[config.mk]
export PLATFORM = sky130hd
export DESIGN_NAME = mem_master
export DESIGN_NICKNAME = d
export VERILOG_FILES = /design/src/rtl/mem_master.sv
export SDC_FILE = /design/constraint.sdc
export NUM_CORES = 1
export LEC_CHECK = 0
export ABC_AREA = 1
export ABC_CLOCK_PERIOD_IN_PS = 1800
export CORE_ASPECT_RATIO = 0.9
export CORE_UTILIZATION = 38
export CTS_CLUSTER_DIAMETER = 40
export CTS_CLUSTER_SIZE = 14
export DETAILED_ROUTE_END_ITERATION = 10
export PLACE_DENSITY_LB_ADDON = 0.2
export SETUP_SLACK_MARGIN = 0.05
export SYNTH_ARGS = -nofsm -noshare
export SYNTH_HDL_FRONTEND = slang
export SYNTH_SLANG_ARGS = --single-unit
[constraint.sdc]
create_clock -name clock -period 1.8 [get_ports clock]
set_clock_uncertainty 0.15 [all_clocks]
set_input_delay 0.45 -clock clock [delete_from_list [all_inputs] [get_ports clock]]
set_output_delay 0.45 -clock clock [all_outputs]
set_load 0.03 [all_outputs]
[src/rtl/mem_master.sv]
`timescale 1ns/1ps
// mem_master
//
// Bus initiator for an 8-bit synchronous RAM port. It accepts single-byte
// writes and 1..2^LEN_W byte read bursts from the CPU core over a valid/ready
// handshake. It drives the RAM port one cycle at a time and returns read bytes
// on a registered response stream.
//
// RAM timing seen by this block:
//   - ram_* outputs change on the posedge.
//   - The RAM latches address and write on the following negedge.
//   - ram_q is valid from that negedge on and is sampled on the next posedge.
//   - A read therefore returns one byte per cycle, one cycle after the
//     address is driven.
//
// State table:
//   state | meaning
//   IDLE  | req_ready high; a request is taken on req_valid
//   WRITE | write strobe on the RAM port this cycle; wr_ack follows
//   READ  | one byte captured per cycle until remaining reaches zero
//
// Ports:
//   clock      in   system clock; all logic on the posedge
//   reset_n    in   asynchronous active-low reset
//   req_valid  in   request present
//   req_ready  out  block can accept a request (high exactly in IDLE)
//   req_write  in   1 = single-byte write, 0 = read burst
//   req_adrs   in   start address
//   req_wdata  in   write data (writes only)
//   req_len    in   read burst length minus one (reads only)
//   rsp_valid  out  rsp_data holds a read byte this cycle
//   rsp_data   out  read byte
//   rsp_last   out  final byte of the burst, qualified by rsp_valid
//   wr_ack     out  one-cycle pulse: write committed
//   ram_adrs   out  RAM address
//   ram_data   out  RAM write data
//   ram_wr_en  out  RAM write enable
//   ram_q      in   RAM read data

module mem_master #(
    parameter int LEN_W = 2
) (
    input  logic             clock,
    input  logic             reset_n,
    input  logic             req_valid,
    output logic             req_ready,
    input  logic             req_write,
    input  logic [7:0]       req_adrs,
    input  logic [7:0]       req_wdata,
    input  logic [LEN_W-1:0] req_len,
    output logic             rsp_valid,
    output logic [7:0]       rsp_data,
    output logic             rsp_last,
    output logic             wr_ack,
    output logic [7:0]       ram_adrs,
    output logic [7:0]       ram_data,
    output logic             ram_wr_en,
    input  logic [7:0]       ram_q
);

    typedef enum logic [1:0] {
        IDLE  = 2'd0,
        WRITE = 2'd1,
        READ  = 2'd2
    } state_t;

    state_t             state;
    state_t             state_nxt;
    logic [LEN_W-1:0]   remaining;
    logic [LEN_W-1:0]   remaining_nxt;
    logic [7:0]         adrs_nxt;
    logic [7:0]         data_nxt;
    logic               wr_en_nxt;
    logic [7:0]         rsp_data_nxt;
    logic               rsp_valid_nxt;
    logic               rsp_last_nxt;
    logic               wr_ack_nxt;

    // Ready is decoded from state so it rises on the same edge that delivers
    // the last burst byte or the write acknowledge.
    assign req_ready = (state == IDLE);

    always_comb begin
        state_nxt     = state;
        remaining_nxt = remaining;
        adrs_nxt      = ram_adrs;
        data_nxt      = ram_data;   // holds the last written value during reads
        wr_en_nxt     = 1'b0;
        rsp_data_nxt  = rsp_data;
        rsp_valid_nxt = 1'b0;
        rsp_last_nxt  = 1'b0;
        wr_ack_nxt    = 1'b0;

        unique case (state)
            IDLE: begin
                if (req_valid) begin
                    adrs_nxt = req_adrs;
                    if (req_write) begin
                        data_nxt  = req_wdata;
                        wr_en_nxt = 1'b1;
                        state_nxt = WRITE;
                    end else begin
                        remaining_nxt = req_len;
                        state_nxt     = READ;
                    end
                end
            end

            WRITE: begin
                // The RAM committed the write on the negedge just passed.
                wr_ack_nxt = 1'b1;
                state_nxt  = IDLE;
            end

            READ: begin
                rsp_data_nxt  = ram_q;
                rsp_valid_nxt = 1'b1;
                if (remaining == '0) begin
                    rsp_last_nxt = 1'b1;
                    state_nxt    = IDLE;
                end else begin
                    adrs_nxt      = ram_adrs + 8'd1;    // wraps FF -> 00
                    remaining_nxt = remaining - LEN_W'(1);
                end
            end

            default: begin
                state_nxt = IDLE;
            end
        endcase
    end

    always_ff @(posedge clock or negedge reset_n) begin
        if (!reset_n) begin
            state     <= IDLE;
            remaining <= '0;
            ram_adrs  <= 8'h00;
            ram_data  <= 8'h00;
            ram_wr_en <= 1'b0;
            rsp_data  <= 8'h00;
            rsp_valid <= 1'b0;
            rsp_last  <= 1'b0;
            wr_ack    <= 1'b0;
        end else begin
            state     <= state_nxt;
            remaining <= remaining_nxt;
            ram_adrs  <= adrs_nxt;
            ram_data  <= data_nxt;
            ram_wr_en <= wr_en_nxt;
            rsp_data  <= rsp_data_nxt;
            rsp_valid <= rsp_valid_nxt;
            rsp_last  <= rsp_last_nxt;
            wr_ack    <= wr_ack_nxt;
        end
    end

endmodule
# Word level (Yosys, flattened, before mapping)
# Index checks and enable logic that the tools add are counted.
[word_totals]
ff_bits = 32
latch_bits = 0
ram_bits = 0
romBits = 0
input_bits = 30
output_inout_bits = 29
wordCells = 42
memories = 0
[op_classes]
addsub = 2
mul = 0
div = 0
order_cmp = 0
n_eq_ne = 6
shift = 0
mux = 18
n_bitwise = 0
reduce_logical = 7
[op_table]
columns = ["cell", "n"]
rows = [
  ["$mux W8", 2],
  ["$pmux W8 S2", 1],
  ["$mux W2", 6],
  ["$add A8 B1 Y8 const B", 1],
  ["$ne A2 B2 Y1 const B", 4],
  ["$pmux W2 S2", 2],
  ["$mux W1", 7],
  ["$reduce_and A3 Y1", 2],
  ["$logic_not A2 Y1", 2],
  ["$reduce_and A4 Y1", 1],
  ["$eq A2 B1 Y1 const B", 1],
  ["$eq A2 B2 Y1 const B", 1],
  ["$reduce_and A2 Y1", 1],
  ["$reduce_bool A2 Y1", 1],
  ["$sub A2 B1 Y2 const B", 1],
]

# Logic depth before layout (Yosys ltp)
[logic_depth]
ltp_word = 3
depth_mapped = 8
mapped_depth_nobuf = 8

# Worst setup path after synthesis
# Ideal clock, no wire load.
[synth_path]
path_kind = "register to register"
from = "reg state[1]"
to = "reg ram_adrs[2]"
setup_ns = 0.124
arrival_time_ns = 1.287
slack_ns = 0.239
stages_incl_launch_ff = 8
n_path_buf = 1
period_less_slack_ns = 1.561
cell_sequence = "dfrtp_1 nor2_2 nand2_2 o21ai_4 inv_2 buf_6 nand2_1 nand2_1"
[synth_via]
elab_chain_cells = 3
elab_cells_between_ends = 7
classes_between = "eq/ne (3); mux (1); reduce/logical (3)"
[synth_lines]
columns = ["item", "line_no", "rtl"]
rows = [
  ["from (decl)", "67", "state_t state;"],
  ["from (signal assigned)", "145", "state <= state_nxt;"],
  ["$logic_not A2 Y1 (*)", "n/a", ""],
  ["named net req_ready", "46", "output logic req_ready,"],
  ["$ne A2 B2 Y1 (no line) / $reduce_bool A2 Y1 (equally long branches)", "n/a", ""],
  ["$reduce_and A3 Y1 (no line)", "n/a", ""],
  ["to (signal assigned)", "147", "ram_adrs <= adrs_nxt;"],
  ["to (decl)", "55", "output logic [7:0] ram_adrs,"],
]
# Mark *: on every way through the listed nets, which the timed path passes. The rest lies on a longest branch.
# A chain may end at the register's enable or synchronous reset.

# Worst setup path after layout
[layout_path]
from = "reg ram_adrs[4]"
to = "out ram_adrs[4]"
# No word-level cell between the ends.

==> load_flow_metrics.sql <==
INSERT INTO impl_metrics (metric_group, metric, value, unit) VALUES
('outcome', 'run_status', 'finished clean', ''),
('placed_design', 'half_perimeter_wire_length_after_detailed_placement', '2360', 'um'),
('layout', 'area_growth', '49.7', '%'),
('worst_setup_path', 'regToRegStartpoint', 'state[0]', ''),
('timing', 'final-hold-violation-count', '0', ''),
('timing', 'rsz0062_at_grt', 'no', ''),
('pwr', 'share_seq_of_total_power', '0.311', ''),
('pwr', 'power_leakage', '0.00116', 'uW'),
('synth', 'yosys_warnings', '0', ''),
('floorplanning', 'dieArea', '4190', 'um2'),
('pwr', 'post-layout-total-power', '3940', 'uW'),
('timing', 'timing.setup.tns', '0', 'ns'),
('clock_tree', 'cts.repair_timing.setup_buffer_count', '0', ''),
('worst_setup_path', 'worstSetupStartpointType', 'flip-flop', ''),
('routing', 'routed_wl', '3370', 'um'),
('synth', 'synth.most_common_cell', 'nand2_1', ''),
('synth', 'syn_area_per_cell', '8.35', 'um2'),
('synth', 'ys_dominant_reg_cell', 'dfrtp_1', ''),
('layout', 'final_net_count', '280', ''),
('pwr', 'p_per_area', '1760', 'nW/um2'),
('placed_design', 'numPortBuffers', '58', ''),
('synth', 'syn-num-nets', '211', ''),
('worst_setup_path', 'worst-endpoint-arrival', '1.10', 'ns'),
('routing', 'detailedRoute.firstPassIterationCount', '4', ''),
('worst_setup_path', 'critPathCaptureType', 'output port', ''),
('synth', 'register_area_share_after_synthesis', '0.536', ''),
('timing', 'tightest_slew', '0.367', 'ns'),
('floorplanning', 'initial_utilization', '0.400', ''),
('pwr', 'power_frac_clock', '0.150', ''),
('clock_tree', 'clock_latency', '0.28', 'ns'),
('layout', 'drive_gt1_frac', '0.117', ''),
('pwr', 'switchingPower', '1820', 'uW'),
('timing', 'max_slew_margin', '0.755', ''),
('clock_tree', 'clkTransAtPathRegs', '0.06', 'ns'),
('synth', 'synth.largest_area_cell', 'dfrtp_1', ''),
('routing', 'vias_per_cell', '4.50', ''),
('worst_setup_path', 'critical_path.cell_chain', 'dlygate4sd2_1', ''),
('min_path', 'min_from', 'rsp_data[7]', ''),
('global_routing', 'grt_pass1_vias', '1231', ''),
('layout', 'post_layout_instance_area', '2240', 'um2'),
('layout', 'diodes', '0', ''),
('worst_setup_path', 'crit_path_max_delay_cell_type', 'dlygate4sd2_1', ''),
('floorplanning', 'fp.coreArea', '3730', 'um2'),
('clock_tree', 'cts_buf_count', '5', ''),
('global_routing', 'first_pass_grt_wire_length', '5620', 'um'),
('floorplanning', 'fp-row-count', '21', ''),
('clock_tree', 'numClockSinks', '32', ''),
('pwr', 'p_int', '2120', 'uW'),
('floorplanning', 'die_height', '61.5', 'um'),
('pwr', 'sw_frac', '0.462', ''),
('worst_setup_path', 'crit_fanout', '4', ''),
('routing', 'avgRoutedWirePerCell', '11.5', 'um'),
('worst_setup_path', 'critical_path_required', '1.20', 'ns'),
('synth', 'yosys.area.top_type_share', '0.536', ''),
('timing', 'timing_max_transition_violations_final', '0', ''),
('routing', 'num_vias', '1324', ''),
('clock_tree', 'cts-root-buf', 'clkbuf_8', ''),
('clock_tree', 'tritoncts', 'built', ''),
('timing', 'whs', '0.326', 'ns'),
('routing', 'detailedRoute.firstIterationViolations', '65', ''),
('synth', 'main_area_contributors_after_synthesis', 'dfrtp_1 (54%), nand2_1 (19%), o21ai_0 (5.4%)', ''),
('global_routing', 'grt_usage', '0.186', ''),
('timing', 'clock.fmax', '0.589', 'GHz'),
('worst_setup_path', 'critical-path-top-delay-family', 'buffers and inverters', ''),
('timing', 'post-route-period-util', '0.943', ''),
('worst_setup_path', 'critical_path.n_buffers_inverters', '1', ''),
('synth', 'synth.lib_cells_used.distinct', '21', ''),
('synth', 'postSynthRegisterBits', '32', ''),
('global_routing', 'pin_count_of_the_biggest_net_entering_global_routing', '33', ''),
('synth', 'synthCells', '179', ''),
('routing', 'final_ant_viol_nets', '0', '');
[worst min-delay path, cell delays in order (launching register included)]
cell and delay [ns]:
dfrtp_1 0.34, nand2_1 0.05, nand2_1 0.05
[state kept, by name, indices dropped and copies added (netlist names), 2 cells and up]
name       flops
rsp_data       8
state          2
remaining      2
ram_data       8
ram_adrs       8
[worst paths after layout]
| path | slack (ns) | cells past startpoint | endpoint |
|---|---|---|---|
| worst min-delay path | 0.33 | 2 | rsp_data[7] |
| max in group asynchronous | 0.95 | 2 | wr_ack |
| worst max register to register | 0.32 | 6 | ram_adrs[2] |
| min in group asynchronous | 0.38 | 2 | ram_data[4] |
| worst max-delay path | 0.10 | 1 | ram_adrs[4] |
| worst min register to register | 0.33 | 2 | rsp_data[7] |
[power groups by stage]
stage	sequential [uW]	combinational [uW]	clock [uW]
floorplan	1820	817	0
finish	1230	2120	592
detailed placement	1240	2340	0
CTS	1230	2150	601
global route	1270	2330	642
global placement	1250	2300	0
[area by class of cell]
class / count / area, um2
clock buffers: 7 / 96.3
fillers: 356 / 1490
inverters: 13 / 48.8
multi-input cells: 129 / 611
flip-flops and latches: 32 / 801
well taps: 46 / 57.6
repair buffers: 67 / 623
[timing repair]
item,4_1_cts,5_1_grt
gates resized for setup,28,0
endpoints found under the setup margin,28,0
hold endpoints to repair,0,0
[placed cells by master, fill, tap and decap left out, types with 2 or more instances in the layout]
master,netlist,layout
nor2_2,5,5
xor2_1,2,2
nor2_1,13,13
dlygate4sd2_1,0,28
clkbuf_8,0,7
buf_4,1,9
clkdlybuf4s50_1,0,29
dfrtp_1,32,32
nand3_1,9,9
o21ai_0,16,16
inv_2,2,2
ha_1,2,2
nand2_1,75,75
inv_1,10,10
[stage by stage]
step / util / setup WS, ns
floorplan: - / 0.239
global placement: 0.583 / 0.0931
detailed placement: 0.583 / 0.0786
CTS: 0.600 / 0.0931
global route: 0.600 / 0.0514
finish: 0.600 / 0.103
[routing by layer]
layer	GRT usage	up-vias	wire length, um
met3	0.0537	7	174
li1	-	696	-
met2	0.282	32	1540
met1	0.249	589	1600
met4	0.0804	0	54
met5	0	-	0
[cells by family (layout without fill, tap and decap cells)]
kind of cell             after synthesis  in the layout  share of synthesized area
XOR/XNOR                               2              2                     0.0117
AO/OA/AOI/OAI                         20             20                     0.0829
flip-flops                            32             32                      0.536
adder cells (fa/ha/maj)                2              2                     0.0167
buffers and inverters                 18             87                     0.0553
AND/OR/NAND/NOR                      105            105                      0.297
(Power assumes the default switching activity.)
